==> src/rtl/taxi_sfp_port_ctrl.sv <==
// Per-cage SFP+ bring-up sequencer: presence debounce, TX enable, PCS reset, link watch and retry.
// Optional build macro SFP_PORT_CTRL_LED_BLINK_EN blinks led[1] while the link is coming up.
module taxi_sfp_port_ctrl #(
   parameter int DEBOUNCE_CYCLES     = 125000,
   parameter int TX_ON_CYCLES        = 125000,
   parameter int LINK_TIMEOUT_CYCLES = 12500000,
   parameter int RETRY_CYCLES        = 1250000,
   parameter int BLINK_CYCLES        = 6250000
) (
   input  logic       clk,
   input  logic       rst_n,
   input  logic       cfg_port_en,
   input  logic       cfg_rate_sel,
   input  logic       sfp_npres,
   input  logic       sfp_los,
   input  logic       rx_block_lock,
   output logic       sfp_tx_disable,
   output logic [1:0] sfp_rs,
   output logic       phy_rst,
   output logic [1:0] led,
   output logic [2:0] status_state,
   output logic [7:0] status_fault_cnt,
   output logic       irq
);

   localparam int MAX_A      = (DEBOUNCE_CYCLES > TX_ON_CYCLES) ? DEBOUNCE_CYCLES : TX_ON_CYCLES;
   localparam int MAX_B      = (LINK_TIMEOUT_CYCLES > RETRY_CYCLES) ? LINK_TIMEOUT_CYCLES : RETRY_CYCLES;
   localparam int MAX_C      = (MAX_A > MAX_B) ? MAX_A : MAX_B;
   localparam int MAX_CYCLES = (MAX_C > BLINK_CYCLES) ? MAX_C : BLINK_CYCLES;
   localparam int CNT_W      = $clog2(MAX_CYCLES) + 1;

   typedef enum logic [2:0] {
      S_DISABLED  = 3'd0,
      S_ABSENT    = 3'd1,
      S_DEBOUNCE  = 3'd2,
      S_POWERUP   = 3'd3,
      S_LINK_WAIT = 3'd4,
      S_UP        = 3'd5,
      S_FAULT     = 3'd6
   } state_t;

   logic             npres_p0, npres_p1;
   logic             los_p0, los_p1;
   logic             rate_q;
   state_t           state_q, state_d;
   logic [CNT_W-1:0] cnt_q, cnt_d;
   logic [7:0]       fault_cnt_q;
   logic             tx_disable_q, phy_rst_q, led_present_q, led_link_q, irq_q;
   logic             expired, rate_change, fault_entry;

   function automatic logic [CNT_W-1:0] load_value(input state_t s);
      case (s)
         S_DEBOUNCE:  load_value = CNT_W'(DEBOUNCE_CYCLES - 1);
         S_POWERUP:   load_value = CNT_W'(TX_ON_CYCLES - 1);
         S_LINK_WAIT: load_value = CNT_W'(LINK_TIMEOUT_CYCLES - 1);
         S_FAULT:     load_value = CNT_W'(RETRY_CYCLES - 1);
         default:     load_value = '0;
      endcase
   endfunction

   function automatic logic [7:0] sat_inc(input logic [7:0] v);
      sat_inc = (v == 8'hFF) ? v : v + 8'd1;
   endfunction

   assign expired     = (cnt_q == '0);
   // rate_q is about to take a new value on this edge
   assign rate_change = (cfg_rate_sel != rate_q);

   always_comb begin
      state_d = state_q;
      if (!cfg_port_en) begin
         state_d = S_DISABLED;
      end else if (npres_p1 && state_q != S_DISABLED && state_q != S_ABSENT) begin
         state_d = S_ABSENT;
      end else if (rate_change && (state_q == S_LINK_WAIT || state_q == S_UP)) begin
         state_d = S_FAULT;
      end else begin
         case (state_q)
            S_DISABLED:  state_d = S_ABSENT;
            S_ABSENT:    if (!npres_p1) state_d = S_DEBOUNCE;
            S_DEBOUNCE:  if (expired) state_d = S_POWERUP;
            S_POWERUP:   if (expired) state_d = S_LINK_WAIT;
            S_LINK_WAIT: begin
               // lock wins over a timeout landing on the same cycle
               if (rx_block_lock && !los_p1) state_d = S_UP;
               else if (expired)             state_d = S_FAULT;
            end
            S_UP:        if (!rx_block_lock || los_p1) state_d = S_FAULT;
            S_FAULT:     if (expired) state_d = S_POWERUP;
            default:     state_d = S_ABSENT;
         endcase
      end

      fault_entry = (state_d == S_FAULT) && (state_q != S_FAULT);

      cnt_d = cnt_q;
      if (state_d != state_q) cnt_d = load_value(state_d);
      else if (!expired)      cnt_d = cnt_q - CNT_W'(1);
   end

   always_ff @(posedge clk) begin
      if (!rst_n) begin
         npres_p0      <= 1'b1;
         npres_p1      <= 1'b1;
         los_p0        <= 1'b1;
         los_p1        <= 1'b1;
         rate_q        <= 1'b0;
         state_q       <= S_ABSENT;
         cnt_q         <= '0;
         fault_cnt_q   <= '0;
         tx_disable_q  <= 1'b1;
         phy_rst_q     <= 1'b1;
         led_present_q <= 1'b0;
         irq_q         <= 1'b0;
      end else begin
         npres_p0      <= sfp_npres;
         npres_p1      <= npres_p0;
         los_p0        <= sfp_los;
         los_p1        <= los_p0;
         rate_q        <= cfg_rate_sel;
         state_q       <= state_d;
         cnt_q         <= cnt_d;
         tx_disable_q  <= !(state_d inside {S_POWERUP, S_LINK_WAIT, S_UP});
         phy_rst_q     <= !(state_d inside {S_LINK_WAIT, S_UP});
         led_present_q <= !(state_d inside {S_DISABLED, S_ABSENT, S_DEBOUNCE});
         irq_q         <= (state_d != state_q);
         if (fault_entry) fault_cnt_q <= sat_inc(fault_cnt_q);
      end
   end

`ifdef SFP_PORT_CTRL_LED_BLINK_EN
   localparam int BLINK_W = $clog2(BLINK_CYCLES + 1);

   logic [BLINK_W-1:0] blink_cnt;

   always_ff @(posedge clk) begin
      if (!rst_n) begin
         blink_cnt  <= '0;
         led_link_q <= 1'b0;
      end else if (state_d == S_UP) begin
         led_link_q <= 1'b1;
      end else if (state_d == S_POWERUP || state_d == S_LINK_WAIT) begin
         // each bring-up attempt restarts the blink phase lit
         if (state_d == S_POWERUP && state_q != S_POWERUP) begin
            blink_cnt  <= '0;
            led_link_q <= 1'b1;
         end else if (blink_cnt == BLINK_W'(BLINK_CYCLES - 1)) begin
            blink_cnt  <= '0;
            led_link_q <= ~led_link_q;
         end else begin
            blink_cnt <= blink_cnt + BLINK_W'(1);
         end
      end else begin
         led_link_q <= 1'b0;
      end
   end
`else
   always_ff @(posedge clk) begin
      if (!rst_n) led_link_q <= 1'b0;
      else        led_link_q <= (state_d == S_UP);
   end
`endif

   assign sfp_tx_disable   = tx_disable_q;
   assign phy_rst          = phy_rst_q;
   assign sfp_rs           = {2{rate_q}};
   assign led              = {led_link_q, led_present_q};
   assign status_state     = state_q;
   assign status_fault_cnt = fault_cnt_q;
   assign irq              = irq_q;

endmodule
==> config.mk <==
export PLATFORM = sky130hd
export DESIGN_NAME = taxi_sfp_port_ctrl
export DESIGN_NICKNAME = d
export VERILOG_FILES = /design/src/rtl/taxi_sfp_port_ctrl.sv
export SDC_FILE = /design/constraint.sdc
export NUM_CORES = 1
export LEC_CHECK = 0
export BUFFER_PORTS_ARGS = -buffer_cell sky130_fd_sc_hd__buf_2
export CAP_MARGIN = 0
export CORE_MARGIN = 2
export CORE_UTILIZATION = 55
export CTS_BUF_LIST = sky130_fd_sc_hd__clkbuf_16
export DETAILED_ROUTE_END_ITERATION = 8
export GPL_ROUTABILITY_DRIVEN = 0
export PLACE_DENSITY = 0.75
export SYNTH_ARGS = -nofsm -noshare
export SYNTH_HDL_FRONTEND = slang
export SYNTH_SLANG_ARGS = --single-unit
==> constraint.sdc <==
create_clock -name clk -period 6.3 [get_ports clk]
set_clock_uncertainty 0.05 [all_clocks]
set_input_delay 0.63 -clock clk [delete_from_list [all_inputs] [get_ports clk]]
set_output_delay 0.63 -clock clk [all_outputs]
set_load 0.005 [all_outputs]
Word-level counts from Yosys, hierarchy flattened
Cells that the tools add are included.
- muxes and demuxes: 13
- reduce and logical (&&, ||, !) cells: 21
- shifts and indexed selects: 0
- $lt $le $gt $ge: 0
- multipliers: 0
- bitwise logic cells: 1
- div/mod/pow operators: 0
- add/sub/neg operators: 2
- equality and inequality tests: 18
- operator list (operator ; count):
    24-bit one-hot mux with 3 select lines ; 1
    25-bit 2-to-1 mux ; 2
    3-bit 2-to-1 mux ; 9
    25-bit logical NOT ; 1
    25-bit by 1-bit subtractor with 25-bit output, second input constant ; 1
    3-bit == test, second input constant ; 6
    3-bit one-hot mux with 5 select lines ; 1
    3-bit by 2-bit == test with 1-bit output, second input constant ; 4
    3-bit nonzero test ; 3
    8-bit by 1-bit adder with 8-bit output, second input constant ; 1
    8-bit == test, second input constant ; 1
    3-bit by 1-bit == test with 1-bit output, second input constant ; 2
    1-bit logical AND ; 5
    1-bit logical NOT ; 5
    2-bit OR reduction ; 2
    3-bit logical NOT ; 1
    3-bit by 1-bit != test with 1-bit output, second input constant ; 1
    3-bit != test ; 1
    3-bit != test, second input constant ; 1
    1-bit logical OR ; 2
    2-bit by 1-bit != test with 1-bit output, second input constant ; 1
    2-bit AND reduction ; 1
    2-bit nonzero test ; 1
    1-bit != test ; 1
    1-bit inverter ; 1
- RAM bits: 0
- register bits: 46
- bits in latches: 0
- input port bits: 7
- bits in read-only memories: 0
- memories kept: 0
- output and inout port bits: 18

Logic depth before layout (Yosys ltp)
- depth after elaboration: 11
- gate-level depth with buffers: 11

Worst setup path before layout
No wires, ideal clock.
- path type: register to register
- start: register cnt_q[0]
- end: register cnt_q[11]
- setup time: 0.147 ns
- cell stages (with the launch flop): 11
- setup slack: 3.510 ns
- arrival: 2.594 ns
- cell sequence: dfxtp_1 inv_1 ha_1 nor3b_2 and4_1 buf_2 and3_1 a2111oi_4 mux2_2 a221oi_1 a311oi_1
- word-level cells in the longest chain between the ends: 11
- elaborated cells between the ends (all ways): 20
- those cells by class: add/sub (1); eq/ne (6); mux (11); reduce/logical (2)
- ends and longest elaborated chain (element ; RTL line ; RTL):
    start, declared ; 46 ; logic [CNT_W-1:0] cnt_q, cnt_d;
    start signal, assigned ; 122 ; cnt_q <= cnt_d;
    25-bit logical NOT ; 65 ; assign expired = (cnt_q == '0);
    3-bit 2-to-1 mux ; 86 ; else if (expired) state_d = S_FAULT;
    3-bit 2-to-1 mux ; 85 ; if (rx_block_lock && !los_p1) state_d = S_UP;
    3-bit one-hot mux with 5 select lines ; 78 ; case (state_q)
    3-bit 2-to-1 mux ; 75 ; end else if (rate_change && (state_q == S_LINK_WAIT || state_q == S_UP)) begin
    3-bit 2-to-1 mux ; 73 ; end else if (npres_p1 && state_q != S_DISABLED && state_q != S_ABSENT) begin
    3-bit 2-to-1 mux ; 71 ; if (!cfg_port_en) begin
    3-bit by 2-bit == test with 1-bit output ; 52 ; case (s)
    2-bit OR reduction (no source line) ; n/a ;
    24-bit one-hot mux with 3 select lines ; 52 ;
    25-bit 2-to-1 mux ; 97 ; if (state_d != state_q) cnt_d = load_value(state_d);
Parallel ways exist; a longest one is shown, timed or not. The select of a mux whose other input is x is not followed.
A chain may end at the register's enable or synchronous reset.

Final worst setup path
- start: register cnt_q[0]
- end: register cnt_q[13]
Same word-level chain as after synthesis.

==> flow_metrics.py <==
metrics = {
    "synthesis": {
        "netlist_area_um2": 2410,
        "synth_cells": 267,
        "synth-edff-count": 0,
        "ys.flop_type": "dfxtp_1",
        "synth_top_cells_by_area": "dfxtp_1, xnor2_1, nor2_1, nor4_1, xor2_1",
        "synth.largest_area_cell": "dfxtp_1",
        "ys_seq_area_share_pct": 38.2,
        "syn_avg_cell_area_um2": 9.04,
        "synth_cell_type_count": 58,
        "yosys_warnings": 0,
        "syn_nets": 276,
        "synth.top_cell.area_share_pct": 38.2,
        "async_flop_share_pct": 0,
        "ys_seq_elements": 46,
    },
    "sta": {
        "max_slew_margin_pct": 49.0,
        "rsz0062_at_grt": "false",
        "fin_crit_ns": 3.56,
        "fmax_mhz": 281,
        "slew_viol_final": 0,
        "fin_setup_tns_ns": 0,
        "setup_viol": 0,
        "fin_crit_sh_pct": 56.5,
        "worst_pin_slew_ns": 0.754,
        "finalHoldViolCount": 0,
    },
    "clocking": {
        "cts_setup_buffers": 0,
        "cts_sinks": 46,
        "clk_pin_slew_ns": 0.06,
        "htreeDepth": 2,
        "cts_tree": "built",
        "clockRootBuffer": "clkbuf_16",
        "insertion_delay_ns": 0.29,
        "cts_resized": 0,
        "max-clock-path-buffers": 2,
        "cts_hold_buffers": 0,
        "cts_buffers": 5,
    },
    "die": {
        "die_w_um": 70.2,
        "initial_utilization_pct": 56.2,
        "dieArea_um2": 4930,
        "die_h_um": 70.2,
        "rows": 24,
        "core_area_um2": 4290,
        "pin_count": 25,
    },
    "placement": {
        "io_buffers": 24,
        "hpwl_um": 3700,
        "place_area_um2": 2520,
        "dp.cells": 330,
    },
    "final_layout": {
        "n_antenna_cell": 0,
        "drive_above_1_share_pct": 15.7,
        "fin_area_um2": 2670,
        "fin_cells": 338,
        "layout_commonest_cell": "dfxtp_1",
        "mostFrequentLayoutCells": "dfxtp_1, nor2_1, buf_2, xnor2_1, nand2_1",
        "nNetsFinal": 294,
        "syn_to_final_growth_pct": 10.4,
    },
    "grt": {
        "grt_overflow_total": 0,
        "grt_max_degree": 17,
        "antenna_found_initial": 0,
        "track_usage_pct": 22.3,
        "grt_pass1_vias": 1811,
        "grt_pass1_wl_um": 8710,
    },
    "worst_setup_path": {
        "worstPathRequired_ns": 6.40,
        "slowest_stage": "a221oi_1",
        "end_kind": "flop",
        "path_cells": "inv_1 > ha_1 > nor3b_2 > and4_1 > nand2_2 > a2111oi_4 > mux2_2 > a221oi_1 > a311oi_1",
        "criticalPathCategory": "reg -> reg",
        "critPathArrivalTime_ns": 3.66,
        "crit_fanout": 12,
        "max_stage_delay_ns": 0.57,
        "crit_path_start_kind": "flop",
    },
    "routing": {
        "routed_wl_um": 5210,
        "drt_first_iter_violations": 127,
        "viasPerCell": 5.84,
        "dr.pass1.iters": 4,
        "wire_per_inst_um": 15.4,
        "drcViolationCount": 0,
        "vias": 1974,
        "ant_nets": 0,
    },
    "min_path": {
        "min_path_type": "reg -> reg",
    },
    "pwr": {
        "p_leak_nw": 1.01,
        "p_per_area_nw_per_um2": 549,
        "ir_drop_mv": 0.304,
    },
    "status": {
        "outcome": "completed",
    },
    "flow_run": {
        "drv_cap": 0,
    },
}
[logic make-up after synthesis]
group | after synthesis | synth area share, %
AOI/OAI and AO/OA | 56 | 17.2
xor gates and xnor gates | 29 | 10.5
DFF | 46 | 38.2
and+or+nand+nor | 108 | 26.0
muxes | 4 | 2.59
buffers and inverters | 22 | 4.51
adders and majority gates | 2 | 1.04
[cell type report]
cell class | count | area, µm²
Timing Repair Buffer | 24 | 120
Inverter | 9 | 33.8
Sequential cell | 46 | 921
Tap cell | 52 | 65.1
Fill cell | 391 | 1630
Clock inverter | 3 | 16.3
Multi-Input combinational cell | 199 | 1380
Clock buffer | 5 | 125
[cells in the mapped netlist, drive strengths merged (4+ instances only)]
library cell / number
a211oi: 5
a21oi: 7
a311oi: 4
and2: 4
buf: 8
clkbuf: 5
dfxtp: 46
inv: 9
nand2: 16
nand2b: 7
nand3: 8
nand4: 4
nor2: 25
nor3: 8
nor4: 15
o21ai: 17
xnor2: 21
xor2: 8
[worst max-delay path, delay by kind of cell, from the launching register on]
kind	cells	cell delay [ns]
fa+ha+maj	1	0.17
simple gates	3	1.11
buf+inv	1	0.08
flops	1	0.35
compound gates	3	1.19
mux	1	0.47
[per-stage QoR]
step	util, %	hold slack [ns]	worst slack (ns)	total power, mW
3_5_place_dp	58.8	0.342	2.83	1.19
3_3_place_gp	58.8	0.351	2.91	1.18
4_1_cts	62.1	0.363	2.79	1.46
6_report	62.1	0.363	2.74	1.46
2_1_floorplan	-	0.336	3.51	1.06
5_1_grt	62.1	0.381	2.56	1.57
[layer usage]
| metal | routed length [µm] | part of all wire (%) | track usage [%] |
|---|---|---|---|
| met4 | 92 | 1.8 | 8.97 |
| met3 | 236 | 4.5 | 5.05 |
| met1 | 2600 | 50 | 31.2 |
| met5 | 0 | 0 | 0 |
| met2 | 2280 | 44 | 33.2 |
[where the power goes]
group | switching [mW] | total, mW | internal (mW)
combinational | 0.458 | 0.782 | 0.324
sequential | 0.0749 | 0.426 | 0.351
clock | 0.110 | 0.255 | 0.145
[worst paths after layout]
path	from	depth (start not counted)	to	slack [ns]
hold reg to reg	los_p0$_SDFF_PN1_	1	los_p1$_SDFF_PN1_	0.36
setup / recovery	cnt_q[0]$_SDFFE_PN0P_	9	cnt_q[13]$_SDFFE_PN0P_	2.74
hold / removal	los_p0$_SDFF_PN1_	1	los_p1$_SDFF_PN1_	0.36
setup reg to reg	cnt_q[0]$_SDFFE_PN0P_	9	cnt_q[13]$_SDFFE_PN0P_	2.74
[sequential cells by signal, indices dropped and copies added (netlist names)]
register and cells:
npres_p0 1, status_fault_cnt 8, status_state 3, phy_rst 1, irq 1, cnt_q 25, sfp_tx_disable 1, los_p0 1
led_link_q 1, led_present_q 1, npres_p1 1, los_p1 1, rate_q 1
No activity file was read; power rests on OpenSTA's default activity.
